--- src/rtl/systolic_pkg.sv ---
// Shared definitions for the systolic array output-edge deskew logic.
//   nbeats(size)     : beats per matrix (one per anti-diagonal)
//   beat_width(size) : width of the beat counter
//   state_e          : collector FSM states
package systolic_pkg;

    function automatic int unsigned nbeats(input int unsigned size);
        return 2 * size - 1;
    endfunction

    // Guarded so a 1x1 array still gets a 1-bit counter.
    function automatic int unsigned beat_width(input int unsigned size);
        return (nbeats(size) > 1) ? $clog2(nbeats(size)) : 1;
    endfunction

    typedef enum logic {
        COLLECT = 1'b0,
        HOLD    = 1'b1
    } state_e;

endpackage

--- src/rtl/deskew_matrix_if.sv ---
// Handshake bus between the skewed wavefront source, the deskew block and the
// result consumer.
//   valid_i/ready_o/skewIn : input beat handshake and data
//   valid_o/ready_i/Mout   : output matrix handshake and data
//   beat_o                 : index of the next beat to be accepted (debug)
interface deskew_matrix_if
    import systolic_pkg::*;
#(
    parameter int unsigned WIDTH = 4,
    parameter int unsigned SIZE  = 3
);
    localparam int unsigned BW = beat_width(SIZE);

    logic                    valid_i;
    logic                    ready_o;
    logic [SIZE*WIDTH-1:0]   skewIn;
    logic                    valid_o;
    logic                    ready_i;
    logic [WIDTH-1:0]        Mout [SIZE][SIZE];
    logic [BW-1:0]           beat_o;

    modport master (
        output valid_i, skewIn, ready_i,
        input  ready_o, valid_o, Mout, beat_o
    );

    modport slave (
        input  valid_i, skewIn, ready_i,
        output ready_o, valid_o, Mout, beat_o
    );

endinterface

--- src/rtl/deskew_lane.sv ---
// One output column of the deskew matrix. Lane LANE of beat k carries row
// k-LANE; beats outside that window leave every register untouched.
//   clock, reset : clock and async active-high reset
//   wr_en        : beat accepted this cycle
//   beat         : index of the beat being accepted
//   din          : this lane's slice of the beat
//   col          : the SIZE element registers of column LANE
module deskew_lane #(
    parameter int unsigned WIDTH = 4,
    parameter int unsigned SIZE  = 3,
    parameter int unsigned LANE  = 0,
    parameter int unsigned BW    = 3
) (
    input  logic             clock,
    input  logic             reset,
    input  logic             wr_en,
    input  logic [BW-1:0]    beat,
    input  logic [WIDTH-1:0] din,
    output logic [WIDTH-1:0] col [SIZE]
);
    // One extra bit so beat - LANE cannot alias back into range.
    localparam int unsigned RW = BW + 1;

    logic [RW-1:0] beat_x;
    logic [RW-1:0] row_c;
    logic          in_win_c;

    assign beat_x   = RW'(beat);
    assign row_c    = beat_x - RW'(LANE);
    assign in_win_c = (beat_x >= RW'(LANE)) && (row_c < RW'(SIZE));

    // Element registers; at most one row is written per accepted beat.
    always_ff @(posedge clock or posedge reset) begin
        if (reset) begin
            for (int unsigned r = 0; r < SIZE; r++) begin
                col[r] <= '0;
            end
        end else begin
            for (int unsigned r = 0; r < SIZE; r++) begin
                if (wr_en && in_win_c && (row_c == RW'(r))) begin
                    col[r] <= din;
                end
            end
        end
    end

endmodule

--- src/rtl/deskew_matrix.sv ---
// Rebuilds a SIZE x SIZE matrix from the anti-diagonal wavefronts leaving the
// systolic multiplier, then holds it on a valid/ready output.
//   clock, reset : clock and async active-high reset
//   bus          : slave side of deskew_matrix_if (input beats, output matrix)
module deskew_matrix
    import systolic_pkg::*;
#(
    parameter int unsigned WIDTH = 4,
    parameter int unsigned SIZE  = 3
) (
    input  logic             clock,
    input  logic             reset,
    deskew_matrix_if.slave   bus
);
    localparam int unsigned BW   = beat_width(SIZE);
    localparam int unsigned LAST = nbeats(SIZE) - 1;

    state_e        state_q, state_d;
    logic [BW-1:0] beat_q, beat_d;
    logic          accept_c;

    // State and beat counter registers.
    always_ff @(posedge clock or posedge reset) begin
        if (reset) begin
            state_q <= COLLECT;
            beat_q  <= '0;
        end else begin
            state_q <= state_d;
            beat_q  <= beat_d;
        end
    end

    // Next state; the counter parks on the last index while the matrix is held.
    always_comb begin
        state_d  = state_q;
        beat_d   = beat_q;
        accept_c = bus.valid_i && (state_q == COLLECT);
        case (state_q)
            COLLECT: begin
                if (accept_c) begin
                    if (beat_q == BW'(LAST)) begin
                        state_d = HOLD;
                    end else begin
                        beat_d = beat_q + BW'(1);
                    end
                end
            end
            HOLD: begin
                if (bus.ready_i) begin
                    state_d = COLLECT;
                    beat_d  = '0;
                end
            end
            default: begin
                state_d = COLLECT;
                beat_d  = '0;
            end
        endcase
    end

    // Handshake outputs decode the state register only.
    assign bus.ready_o = (state_q == COLLECT);
    assign bus.valid_o = (state_q == HOLD);
    assign bus.beat_o  = beat_q;

    // One column register bank per lane.
    for (genvar t = 0; t < SIZE; t++) begin : g_lane
        logic [WIDTH-1:0] col [SIZE];

        deskew_lane #(
            .WIDTH (WIDTH),
            .SIZE  (SIZE),
            .LANE  (t),
            .BW    (BW)
        ) u_lane (
            .clock (clock),
            .reset (reset),
            .wr_en (accept_c),
            .beat  (beat_q),
            .din   (bus.skewIn[t*WIDTH +: WIDTH]),
            .col   (col)
        );

        for (genvar r = 0; r < SIZE; r++) begin : g_row
            assign bus.Mout[r][t] = col[r];
        end
    end

endmodule
--- src/flat_wrapper.sv ---
// flat-port wrapper written by rule: the top's interface ports become plain ports
module deskew_matrix_flat import systolic_pkg::*;
#(
    parameter int unsigned WIDTH = 4,
    parameter int unsigned SIZE  = 3
)
  (clock, reset, bus_valid_i, bus_skewIn, bus_ready_i, bus_ready_o, bus_valid_o, bus_Mout, bus_beat_o);
  deskew_matrix_if #(.WIDTH(WIDTH), .SIZE(SIZE)) bus_i ();
  input  logic clock;
  input  logic reset;
  input wire logic [$bits(bus_i.valid_i)-1:0] bus_valid_i;
  input wire logic [$bits(bus_i.skewIn)-1:0] bus_skewIn;
  input wire logic [$bits(bus_i.ready_i)-1:0] bus_ready_i;
  output wire logic [$bits(bus_i.ready_o)-1:0] bus_ready_o;
  output wire logic [$bits(bus_i.valid_o)-1:0] bus_valid_o;
  output wire logic [$bits(bus_i.Mout)-1:0] bus_Mout;
  output wire logic [$bits(bus_i.beat_o)-1:0] bus_beat_o;
  assign bus_i.valid_i = bus_valid_i;
  assign bus_i.skewIn = bus_skewIn;
  assign bus_i.ready_i = bus_ready_i;
  assign bus_ready_o = bus_i.ready_o;
  assign bus_valid_o = bus_i.valid_o;
  assign bus_Mout = {>>{bus_i.Mout}};
  assign bus_beat_o = bus_i.beat_o;
  deskew_matrix #(.WIDTH(WIDTH), .SIZE(SIZE)) u_core (.clock(clock), .reset(reset), .bus(bus_i));
endmodule
--- config.mk ---
export PLATFORM = sky130hd
export DESIGN_NAME = deskew_matrix_flat
export DESIGN_NICKNAME = d
export VERILOG_FILES = /design/src/rtl/systolic_pkg.sv /design/src/rtl/deskew_matrix_if.sv /design/src/rtl/deskew_lane.sv /design/src/rtl/deskew_matrix.sv /design/src/flat_wrapper.sv
export SDC_FILE = /design/constraint.sdc
export NUM_CORES = 1
export LEC_CHECK = 0
export CAP_MARGIN = 25
export CORE_ASPECT_RATIO = 2
export CORE_MARGIN = 2
export CORE_UTILIZATION = 49
export CTS_BUF_LIST = sky130_fd_sc_hd__clkbuf_16
export DETAILED_ROUTE_END_ITERATION = 16
export PLACE_DENSITY = 0.95
export SETUP_SLACK_MARGIN = 0.15
export SLEW_MARGIN = 10
export SYNTH_ARGS = -nofsm -noshare
export SYNTH_HDL_FRONTEND = slang
export SYNTH_SLANG_ARGS = --single-unit
--- constraint.sdc ---
create_clock -name clock -period 4.55 [get_ports clock]
set_input_delay 0.455 -clock clock [delete_from_list [all_inputs] [get_ports clock]]
set_output_delay 0.455 -clock clock [all_outputs]
set_load 0.005 [all_outputs]
# ---- After elaboration in Yosys (flattened, before gate mapping)
# Cells that the tools add are included.
dict set report op_classes {
  order_cmp 6
  muxes 8
  n_eq_ne 10
  addsub 3
  bitwise_logic 1
  reduce_logical 20
}
# cell count
set op_table {}
lappend op_table {{1-bit logical AND} 16}
lappend op_table {{4-bit logical NOT} 3}
lappend op_table {{3-bit two-way mux} 3}
lappend op_table {{4-bit by 1-bit equality test with 1-bit output, second input constant} 2}
lappend op_table {{4-bit by 2-bit equality test with 1-bit output, second input constant} 2}
lappend op_table {{4-bit by 2-bit < comparator with 1-bit output, second input constant} 2}
lappend op_table {{3-bit by 1-bit greater-or-equal comparator with 1-bit output, second input constant} 2}
lappend op_table {{3-bit case mux with 2 select lines} 1}
lappend op_table {{2-bit inequality test, second input constant} 2}
lappend op_table {{3-bit by 1-bit subtractor with 4-bit output, second input constant} 1}
lappend op_table {{3-bit by 2-bit subtractor with 4-bit output, second input constant} 1}
lappend op_table {{3-bit by 1-bit adder with 3-bit output, second input constant} 1}
lappend op_table {{3-bit by 1-bit equality test with 1-bit output, second input constant} 1}
lappend op_table {{3-bit by 2-bit equality test with 1-bit output, second input constant} 1}
lappend op_table {{3-bit equality test, second input constant} 1}
lappend op_table {{3-bit by 2-bit greater-or-equal comparator with 1-bit output, second input constant} 1}
lappend op_table {{3-bit by 2-bit < comparator with 1-bit output, second input constant} 1}
lappend op_table {{1-bit two-way mux} 3}
lappend op_table {{3-bit AND reduction} 1}
lappend op_table {{2-bit by 1-bit inequality test with 1-bit output, second input constant} 1}
lappend op_table {{1-bit case mux with 2 select lines} 1}
lappend op_table {{1-bit inverter} 1}
dict set report totals {
  wordCells 59
  reg_bits 40
  out_inout_bits 41
}

# ---- Longest topological paths before layout
# Gate-level depths: netlist of run 1.
dict set report depth {
  ltp_word 5
  depth_mapped 6
  ltp_nobuf 6
}

# ---- Hierarchy
# A second synthesis of run 1 with hierarchy kept.
dict set report hier_totals {
  hier_cells 118
  hier_area_um2 1765.4
}
# module cells_each area_per_inst_um2 n_inst seq_area_each_um2
set modules_own_cells {}
lappend modules_own_cells {{deskew_lane at u_core.g_lane[2].u_lane} 33 539.3 1 300.3}
lappend modules_own_cells {{deskew_lane at u_core.g_lane[1].u_lane} 34 511.7 1 300.3}
lappend modules_own_cells {{deskew_lane at u_core.g_lane[0].u_lane} 28 495.5 1 300.3}
lappend modules_own_cells {deskew_matrix 23 219.0 1 100.1}

# ---- Worst setup path after synthesis of run 1
# Ideal clock, no wire load.
dict set report synth_path {
  path_type {register -> register}
  startpoint {register u_core.beat_q[0], in the netlist u_core.bus.beat_o[0]}
  endpoint {register u_core.g_lane[1].u_lane.col[0] in the netlist's numbering}
  required_ps 4425
  period_less_slack_ps 1912
  setup_time_ps 125
  path_stages_with_launch 7
  setup_slack_ps 2638
  path_buffers 0
  t_arrival_ps 1788
  path_cell_list {dfrtp_1 inv_1 ha_1 ha_1 and4bb_4 o2111ai_2 mux2_2}
}
dict set report synth_between {
  elab_chain_len 5
  elab_cells_between_ends 7
  cone_classes {add/sub: 1; order compare: 2; eq/ne: 1; reduce/logical: 3}
}
# item line
set synth_rtl {}
lappend synth_rtl {{start: declaration} deskew_matrix.sv:19} ;# logic [BW-1:0] beat_q, beat_d;
lappend synth_rtl {{start signal: assignment} deskew_matrix.sv:29} ;# beat_q <= beat_d;
lappend synth_rtl {{3-bit by 1-bit subtractor with 4-bit output} deskew_lane.sv:29} ;# assign row_c = beat_x - RW'(LANE);
lappend synth_rtl {{4-bit by 2-bit < comparator with 1-bit output} deskew_lane.sv:30} ;# assign in_win_c = (beat_x >= RW'(LANE)) && (row_c < RW'(SIZE));
lappend synth_rtl {{1-bit logical AND} deskew_lane.sv:30}
lappend synth_rtl {{1-bit logical AND} deskew_lane.sv:40} ;# if (wr_en && in_win_c && (row_c == RW'(r))) begin
lappend synth_rtl {{1-bit logical AND *} deskew_lane.sv:40}
lappend synth_rtl {{end signal: indexed assignment} deskew_lane.sv:41} ;# col[r] <= din;
lappend synth_rtl {{end: declaration} deskew_lane.sv:19} ;# output logic [WIDTH-1:0] col [SIZE]
# Every way passes the cells marked *; elsewhere a longest branch is shown, timed or not.
# A chain may end at the register's enable or synchronous reset.

# ---- Worst setup path after layout of run 1
dict set report layout_path {
  startpoint {register u_core.beat_q[0], in the netlist u_core.bus.beat_o[0]}
  endpoint {register u_core.g_lane[1].u_lane.col[3] in the netlist's numbering}
}
# Same word-level chain as after synthesis.

==> results of run 1 <==
layer usage:
metal	GRT usage [%]	part of all wire (%)	vias up	wire (um)
met5	0	0	-	0
met4	10.2	3.4	0	140
met3	5.82	5.1	14	211
met2	41.3	62	55	2560
met1	19.4	30	617	1240
li1	-	-	564	-
registers in the layout, summed over array words and instances (netlist names):
| name | flops |
|---|---|
| u_core.bus.beat_o | 3 |
| u_core.bus.valid_o | 1 |
| u_core.g_lane.u_lane.col | 36 |
cells in the final DEF (no fill, tap or decap):
cell	synthesis	routed
clkdlybuf4s50_1	0	56
dfrtp_1	40	40
mux2_2	36	36
ha_1	10	10
inv_1	7	7
clkbuf_16	0	5
nand3_1	4	4
o2111ai_2	2	2
o211ai_2	2	2
nand2_1	2	2
a21oi_1	2	2
clkinv_1	0	2
nor2b_2	1	1
and4bb_4	1	1
or2b_2	1	1
o2111ai_4	1	1
nor2b_1	1	1
and4bb_2	1	1
inv_2	1	1
o211a_1	1	1
and2b_2	1	1
a21boi_0	1	1
mux2i_1	1	1
a32o_1	1	1
a21bo_2	1	1
o22ai_1	1	1
and4_1	1	1
a211oi_1	1	1
bufinv_16	0	1
buf_4	0	1
logic make-up (layout without fill, tap and decap cells):
logic type                 count (synthesis)  after routing  synth area share [%]
DFF                                       40             40                  55.1
buffers and inverters                      9             73                  1.93
muxes                                     37             37                  22.9
AOI/OAI and AO/OA                         13             13                  7.85
adders and majority gates                 10             10                  6.89
and+or+nand+nor                           13             13                  5.37
path summary, 6_finish.rpt:
| kind | start | to | cells past startpoint |
|---|---|---|---|
| max | u_core.bus.beat_o[0] | u_core.g_lane[1].u_lane.col[3] | 6 |
| min | u_core.g_lane[1].u_lane.col[6] | u_core.g_lane[1].u_lane.col[6] | 1 |
| max reg2reg | u_core.bus.beat_o[0] | u_core.g_lane[1].u_lane.col[3] | 6 |
| min reg2reg | u_core.g_lane[1].u_lane.col[6] | u_core.g_lane[1].u_lane.col[6] | 1 |
| max in group asynchronous | reset | u_core.g_lane[0].u_lane.col[10] | 3 |
| min in group asynchronous | reset | u_core.g_lane[1].u_lane.col[3] | 3 |
per-stage QoR:
step                power [mW]  hold WS, ns
floorplan                 1.00        0.504
detailed placement        1.47        0.492
global route              1.95        0.523
finish                    1.84        0.501
CTS                       1.87        0.504
global placement          1.42        0.488
area by class of cell:
| class | count | area [sq um] |
|---|---|---|
| clock buffers | 5 | 125 |
| inverters | 8 | 30.0 |
| multi-input cells | 73 | 781 |
| fillers | 259 | 965 |
| repair buffers | 57 | 568 |
| clock inverters | 3 | 37.5 |
| well taps | 49 | 61.3 |
| flip-flops and latches | 40 | 1000 |
power breakdown:
part	internal [mW]	leakage (nW)	switching [mW]	total, mW
registers	0.523	0.497	0.113	0.636
clock network	0.254	0.0789	0.129	0.384
logic	0.516	0.570	0.309	0.825
==> impl_metrics.toml, run 1 <==
[placement]
pre_cts_ws_ns = 2.45
io_buffers = 56
placed_cells = 227
place_area_sq_um = 2440
hpwl_um = 3220
place.gp.congestion = 0.789

[grt]
grt_pass1_wl_um = 6630
grt_pass1_vias = 1364
grt_overflow = 0
grt_max_degree = 41
antenna_found_initial = 0
track_usage_pct = 22.1

[sta]
hold_violations = 0
worstMarginPinSlew_ns = 0.503
rsz0062_at_grt = "no"
finalSetupViolations = 0
finalWorstPathRequiredPeriod_ns = 2.10
setup_tns_ns = 0
postLayoutSetupSlackWorst_ns = 2.45
drv_slew = 0
slew_headroom_pct = 66.5
finalCritPeriodShare_pct = 46.2
clock_skew_ns = 0.00439
max_freq_mhz = 475

[synthesis]
synth-edff-count = 0
postSynth.asyncResetShare_pct = 100
syn_inst = 122
synth_most_common_cell = "dfrtp_1"
synth_nets = 148
synth.distinct_cells = 26
synth.cell_area_sq_um = 1820
yosys_warnings = 0
yosysTopAreaCellShare_pct = 55.1
syn_avg_cell_area_sq_um = 14.9
synth-seq-area-share_pct = 55.1
yosys-top-cells-count = "dfrtp_1 (40), mux2_2 (36), ha_1 (10)"
ys_ff_latch = 40
synth_top_cell_by_area = "dfrtp_1"
yosys-top-cells-area = "dfrtp_1 (55%), mux2_2 (22%), ha_1 (6.9%)"
yosys_most_used_dff = "dfrtp_1"

[clock_tree]
cts_hold_buf = 0
cts.clk_slew.worst_paths_ns = 0.05
clockBufferDepth = 2
cts_setup_buffers = 0
numCtsBuffers = 5
cts_tree = "done"
clk_latency_ns = 0.28
clockRootBuffer = "clkbuf_16"
cts_sinks = 40
ctsResizeCount = 0
cts_max_level = 2

[final_layout]
finalInstanceArea_sq_um = 2600
n_antenna_cell = 0
instances_no_fill = 235
layout-drive-gt1-share_pct = 29.6
fin_util_pct = 73.0
nNetsFinal = 211
area_growth_pct = 43.3

[worst_setup_path]
reg2reg_setup_slack_ns = 2.45
crit_buf_inv = 1
crit_required_ns = 4.71
critPathKind = "register to register"
critPathMaxFanout = 9
end_kind = "register"
crit_chain = "inv_1, ha_1, ha_1, and4bb_4, o2111ai_2, mux2_2"
cp_slowest_cell = "dfrtp_1"
worst_path_largest_cell_delay_ns = 0.51
cp_common_cell = "ha_1"
worstPathArrival_ns = 2.27
cp_top_family = "flip-flops"
worst_setup_path_start_kind = "register"

[die]
die_y_um = 90.1
die_x_um = 47.1
dieArea_sq_um = 4240
boundaryPins = 57
initial_core_util_pct = 50.9
rows = 31
core_area_sq_um = 3570

[status]
outcome = "complete, no violations"

[worst_hold_path]
hold_path_class = "register to register"

[route]
detail-route-antenna-nets = 0
vias = 1250
wl_per_cell_um = 17.7
drc = 0
dr.pass1.iters = 5
drt-total-wl_um = 4150
vias_per_cell = 5.32
drt_iter0_markers = 26

[power]
peakVddDrop_v = 0.000409
power_leakage_nw = 1.15
power_density_nw_per_um2 = 708

[run]
drv_cap = 0
No activity file was read; power rests on OpenSTA's default activity.
==> inputs of run 2 (changes only) <==
--- a/config.mk
+++ b/config.mk
@@ -8,10 +8,10 @@
 export CAP_MARGIN = 25
 export CORE_ASPECT_RATIO = 2
 export CORE_MARGIN = 2
-export CORE_UTILIZATION = 49
+export CORE_UTILIZATION = 46
 export CTS_BUF_LIST = sky130_fd_sc_hd__clkbuf_16
 export DETAILED_ROUTE_END_ITERATION = 16
-export PLACE_DENSITY = 0.95
+export PLACE_DENSITY = 0.9
 export SETUP_SLACK_MARGIN = 0.15
 export SLEW_MARGIN = 10
 export SYNTH_ARGS = -nofsm -noshare
==> constraint.sdc (replaced) <==
create_clock -name clock -period 2.1 [get_ports clock]
set_input_delay 0.21 -clock clock [delete_from_list [all_inputs] [get_ports clock]]
set_output_delay 0.21 -clock clock [all_outputs]
set_load 0.005 [all_outputs]
==> impl_metrics.toml, run 2 (synthesized netlist as in run 1, its figures left out) <==
[status]
outcome = "complete, no violations"

[clock_tree]
cts_setup_buffers = 0
cts_max_level = 2
clockBufferDepth = 2
clockRootBuffer = "clkbuf_16"
numCtsBuffers = 5
cts_sinks = 40
cts.clk_slew.worst_paths_ns = 0.06
clk_latency_ns = 0.28
cts_tree = "done"

[worst_hold_path]
hold_path_class = "input pin to asynchronous set/reset pin"

[sta]
hold_violations = 0
hold_ws_ns = 0.348
clock_skew_ns = 0.00500
worstMarginPinSlew_ns = 0.485
drv_slew = 0
finalWorstPathRequiredPeriod_ns = 1.90
max_freq_mhz = 525
finalSetupViolations = 0
rsz0062_at_grt = "yes"
slew_headroom_pct = 67.7
finalCritPeriodShare_pct = 90.6
setup_tns_ns = 0

[power]
p_switching_mw = 1.18
combPwrFrac_pct = 45.6
clkPwrFrac_pct = 20.7
power_leakage_nw = 1.16
internal_power_mw = 2.83
seq_power_share_pct = 33.7
power.share.switching_pct = 29.5
peakVddDrop_v = 0.00113
power_density_nw_per_um2 = 1530

[final_layout]
final_common_cell = "clkdlybuf4s50_1"
top_register = "u_core.g_lane.u_lane.col"
area_growth_pct = 44.4
largest_reg_flops = 36
nNetsFinal = 213
layout-drive-gt1-share_pct = 31.4
final_cell_mix = "clkdlybuf4s50_1 (56), dfrtp_1 (39), mux2_2 (36)"
n_antenna_cell = 0

[placement]
place.gp.congestion = 0.843
io_buffers = 56
hpwl_um = 3180

[die]
initial_core_util_pct = 47.8
die_x_um = 48.4
core_area_sq_um = 3800
dieArea_sq_um = 4500
die_y_um = 92.9
rows = 32
boundaryPins = 57

[worst_setup_path]
ff2ff_path_depth = 6
reg2reg_to = "u_core.g_lane[1].u_lane.col[1]"
worstPathArrival_ns = 2.06
crit_required_ns = 2.26
reg2reg_setup_slack_ns = 0.20
timing.rr.start = "u_core.bus.beat_o[1]"
critPathKind = "register to register"
end_kind = "register"
critPathMaxFanout = 5
worst_setup_path_start_kind = "register"

[route]
drc = 0
drt-total-wl_um = 4020
vias_per_cell = 5.10
detail-route-antenna-nets = 0
wl_per_cell_um = 16.8
vias = 1219
drt_iter0_markers = 10
dr.pass1.iters = 4

[grt]
grt_pass1_vias = 1327
grt_overflow = 0
track_usage_pct = 19.7
grt_pass1_wl_um = 6640
antenna_found_initial = 0
grt_max_degree = 41

[run]
drv_cap = 0
run 2: cell types whose count changed in the layout (fill, tap and decap cells not counted):
| cell | change |
|---|---|
| dfrtp_1 | -1 |
| dfrtp_2 | +1 |
| clkinv_1 | -2 |
| buf_4 | +2 |
| clkinv_2 | +1 |
| inv_1 | +1 |
run 2: worst max-delay path: stages (launching register included):
cell and delay, ns:
dfrtp_1 0.34, inv_1 0.10, ha_1 0.22, ha_1 0.28, and4bb_4 0.28, o2111ai_2 0.23
mux2_2 0.34
run 2: final cells by class:
| class | count | area, sq um |
|---|---|---|
| Fill cell | 279 | 1180 |
| Sequential cell | 40 | 1000 |
| Multi-Input combinational cell | 73 | 781 |
| Timing Repair Buffer | 59 | 583 |
| Clock buffer | 5 | 125 |
| Tap cell | 51 | 63.8 |
| Clock inverter | 3 | 38.8 |
| Inverter | 8 | 30.0 |
run 2: how the worst max path moves through the flow:
| stage | depth (start not counted) | from | slack, ns | to |
|---|---|---|---|---|
| 6_report | 6 | u_core.bus.beat_o[1] | 0.20 | u_core.g_lane[1].u_lane.col[1] |
| 5_1_grt | 6 | u_core.bus.beat_o[0] | 0.10 | u_core.g_lane[1].u_lane.col[8] |
| 4_1_cts | 6 | u_core.bus.beat_o[1] | 0.19 | u_core.g_lane[1].u_lane.col[11] |
| 3_5_place_dp | 5 | u_core.bus.beat_o[2] | 0.12 | u_core.g_lane[2].u_lane.col[9] |
| 2_1_floorplan | 6 | u_core.bus.beat_o[0] | 0.19 | u_core.g_lane[1].u_lane.col[0] |
| 3_3_place_gp | 5 | u_core.bus.beat_o[2] | 0.14 | u_core.g_lane[2].u_lane.col[8] |
run 2: power by group through the flow:
| stage | Clock [mW] | Combinational (mW) | Sequential [mW] |
|---|---|---|---|
| 6_report | 0.829 | 1.83 | 1.35 |
| 5_1_grt | 0.887 | 1.98 | 1.40 |
| 4_1_cts | 0.849 | 1.85 | 1.36 |
| 3_5_place_dp | 0 | 1.84 | 1.36 |
| 3_3_place_gp | 0 | 1.78 | 1.34 |
| 2_1_floorplan | 0 | 0.793 | 1.38 |
run 2: metal layers:
| metal | vias up | GRT usage [%] | part of all wire (%) |
|---|---|---|---|
| li1 | 573 | - | - |
| met1 | 595 | 19.9 | 33 |
| met2 | 40 | 37.7 | 60 |
| met3 | 11 | 3.87 | 4.0 |
| met4 | 0 | 9.29 | 2.5 |
| met5 | - | 0 | 0 |
run 2: stage by stage:
step	worst slack, ns	total power [mW]	cells	cell area (sq um)	utilization [%]
final	0.197	4.01	239	2620	69.0
after global routing	0.104	4.26	239	2620	69.0
after CTS	0.188	4.06	239	2620	69.0
after detailed placement	0.119	3.20	231	2460	64.6
after global placement	0.144	3.12	231	2460	64.6
after floorplan	0.188	2.18	122	1820	-
run 2: timing repair:
action / 4_1_cts / 5_1_grt
hold buffers: 0 / 0
endpoints found under the setup margin: 5 / 8
gates resized for setup: 1 / 0
==> variant: new RTL, flow settings as in run 1 <==
`WIDTH` is set to 4 in 4 places; all go to 6.
--- a/src/rtl/deskew_matrix_if.sv
+++ b/src/rtl/deskew_matrix_if.sv
@@ -7,5 +7,5 @@
     import systolic_pkg::*;
 #(
-    parameter int unsigned WIDTH = 4,
+    parameter int unsigned WIDTH = 6,
     parameter int unsigned SIZE  = 3
 );
--- a/src/rtl/deskew_lane.sv
+++ b/src/rtl/deskew_lane.sv
@@ -7,5 +7,5 @@
 //   col          : the SIZE element registers of column LANE
 module deskew_lane #(
-    parameter int unsigned WIDTH = 4,
+    parameter int unsigned WIDTH = 6,
     parameter int unsigned SIZE  = 3,
     parameter int unsigned LANE  = 0,
--- a/src/rtl/deskew_matrix.sv
+++ b/src/rtl/deskew_matrix.sv
@@ -6,5 +6,5 @@
     import systolic_pkg::*;
 #(
-    parameter int unsigned WIDTH = 4,
+    parameter int unsigned WIDTH = 6,
     parameter int unsigned SIZE  = 3
 ) (
--- a/src/flat_wrapper.sv
+++ b/src/flat_wrapper.sv
@@ -2,5 +2,5 @@
 module deskew_matrix_flat import systolic_pkg::*;
 #(
-    parameter int unsigned WIDTH = 4,
+    parameter int unsigned WIDTH = 6,
     parameter int unsigned SIZE  = 3
 )
Interface: changed (resized bus_Mout and bus_skewIn); port bits go from 57 to 81. No check against the original RTL was run, so the function may have changed too.
==> variant against run 1 <==
  * Largest cell class unchanged
  * Power rose by 45%
  * Wire length up 40%
  * Worst hold slack worse by 0.0015 ns
  * Sequential cell count grew 18
  * Worst setup slack got worse by 0.0086 ns
  * Maximum frequency is 0.41% lower
  * Design area rose by 41%
  * Area after synthesis is 38% higher
==> variant: results (changes against run 1) <==
| Metric | Value |
|---|---|
| PortBufs | `80 (+43%)` |
| Clock Skews | `0.00375 ns (-0.000641 ns)` |
| Via count | `1692 (+35%)` |
| Post-synth ARST share | `1.00 (unchanged)` |
| Hold WS | `0.499 ns (-0.00145 ns)` |
| CP Data Arrival Time | `2.31 ns (+0.04 ns)` |
| Top FF cell, synth | `dfrtp_1` |
| CTS root buffer | `clkbuf_16` |
| CTS buffer count | `9 (+4)` |
| Global-route met1 utilization | `0.230 (+0.0362)` |
| PnR worst setup slack | `2.44 ns (-0.00858 ns)` |
| Synth top area cells | `dfrtp_1 58%, mux2_2 23%, ha_1 5.0%` |
| P_leak | `1.60 nW (+40%)` |
| Routed WL | `5.80 mm (+40%)` |
| Syn_nets | `189 (+28%)` |
| Post-CTS setup buffers | `0 (unchanged)` |
| Final #Nets | `281 (+33%)` |
| HPWL Detailed | `4.25 mm (+32%)` |
| Pin count of the biggest net entering global routing | `59 (+44%)` |
| Initial antenna violation count | `0 (unchanged)` |
| Placer Congestion | `0.874 (+11%)` |
| Worst Path Max Fanout | `7 (-2)` |
| # resized after CTS | `0 (unchanged)` |
| Crit-path max cell delay | `0.47 ns (-0.04 ns)` |
| Seq/Total Area, Yosys | `0.577 (+0.0264)` |
| Worst-Skew Late Latency | `0.32 ns (+0.04 ns)` |
| Layout cells sized above 1 | `0.300 (+0.00470)` |
| Clock Path Buffers | `2 (unchanged)` |
| Tot GR Track Use | `0.227 (+0.00572)` |
| VDD IR max | `0.612 mV (+50%)` |
| Met2 GRT Util | `0.397 (-0.0161)` |
| Ant. Diodes | `0 (unchanged)` |
| Detailed Routing Iterations Pass 1 | `4 (-1)` |
| Filler cells | `292 (+13%)` |
| Status | `completed` |
| Slew margin rel. | `0.520 (-0.145)` |
| Post-synth top cells | `58 x dfrtp_1, 52 x mux2_2, 10 x ha_1` |
| CTS clk-pin slew, worst paths | `0.05 ns (about the same)` |
| Slowest-stage cell, CP | `dfrtp_1` |
| Placed cell areas | `0.00339 mm2 (+39%)` |
| Initial DRC count | `16 (-38%)` |
| CP top delay family | `adder cells` |
| H-tree depth | `3 (+1)` |
| First-pass GRT wire length | `9.15 mm (+38%)` |
| Vias in the first global route | `1821 (+34%)` |
| Met3 Use GR | `0.0354 (-0.0228)` |
| Max FFs per register | `54 (+50%)` |
| Cell variety after synth | `21 (-19%)` |
[variant: cell types whose count changed after synthesis, sizes merged]
cell	delta
clkbuf	-1
and4	-1
nand2b	+3
nand2	-1
o22ai	-1
mux2	+18
inv	-1
nor4b	+1
or2b	-1
o21ai	+2
dfrtp	+18
mux2i	-1
[variant: report_power, final]
group / total [mW] / internal (mW) / switching [mW]
Combinational: 1.13 / 0.714 / 0.417
Clock: 0.627 / 0.411 / 0.215
Sequential: 0.919 / 0.762 / 0.157
[variant: path summary, 6_finish.rpt]
path / from / cells past startpoint / endpoint
max in group asynchronous: reset / 3 / u_core.g_lane[2].u_lane.col[4]
hold reg to reg: u_core.g_lane[1].u_lane.col[3] / 1 / u_core.g_lane[1].u_lane.col[3]
hold / removal: u_core.g_lane[1].u_lane.col[3] / 1 / u_core.g_lane[1].u_lane.col[3]
setup / recovery: u_core.bus.beat_o[1] / 6 / u_core.g_lane[1].u_lane.col[2]
min in group asynchronous: reset / 3 / u_core.g_lane[0].u_lane.col[4]
setup reg to reg: u_core.bus.beat_o[1] / 6 / u_core.g_lane[1].u_lane.col[2]
[variant: cells by family (layout without fill, tap and decap cells)]
logic type	Yosys count	after routing	synth area share
AO/OA/AOI/OAI	14	14	0.0772
adder cells (fa/ha/maj)	10	10	0.0498
buffers and inverters	7	103	0.0105
flip-flops	58	58	0.577
multiplexers	54	54	0.242
AND/OR/NAND/NOR	14	14	0.0433
[variant: layout make-up]
class	instances	area [um2]	share of cell area
multi-input cells	92	1040	0.282
clock inverters	6	52.6	0.0143
clock buffers	9	225	0.0613
repair buffers	81	808	0.220
flip-flops and latches	58	1450	0.395
well taps	57	71.3	0.0194
inverters	7	26.3	0.00716
[variant: metrics by stage]
step,utilization,std cells
floorplan,-,157
global placement,0.691,295
detailed placement,0.691,295
CTS,0.748,310
global route,0.748,310
finish,0.748,310
[variant: routing by layer]
layer	wire length, um	share of wire
met1	1880	0.32
met2	3430	0.59
met3	242	0.042
met4	241	0.042
met5	0	0
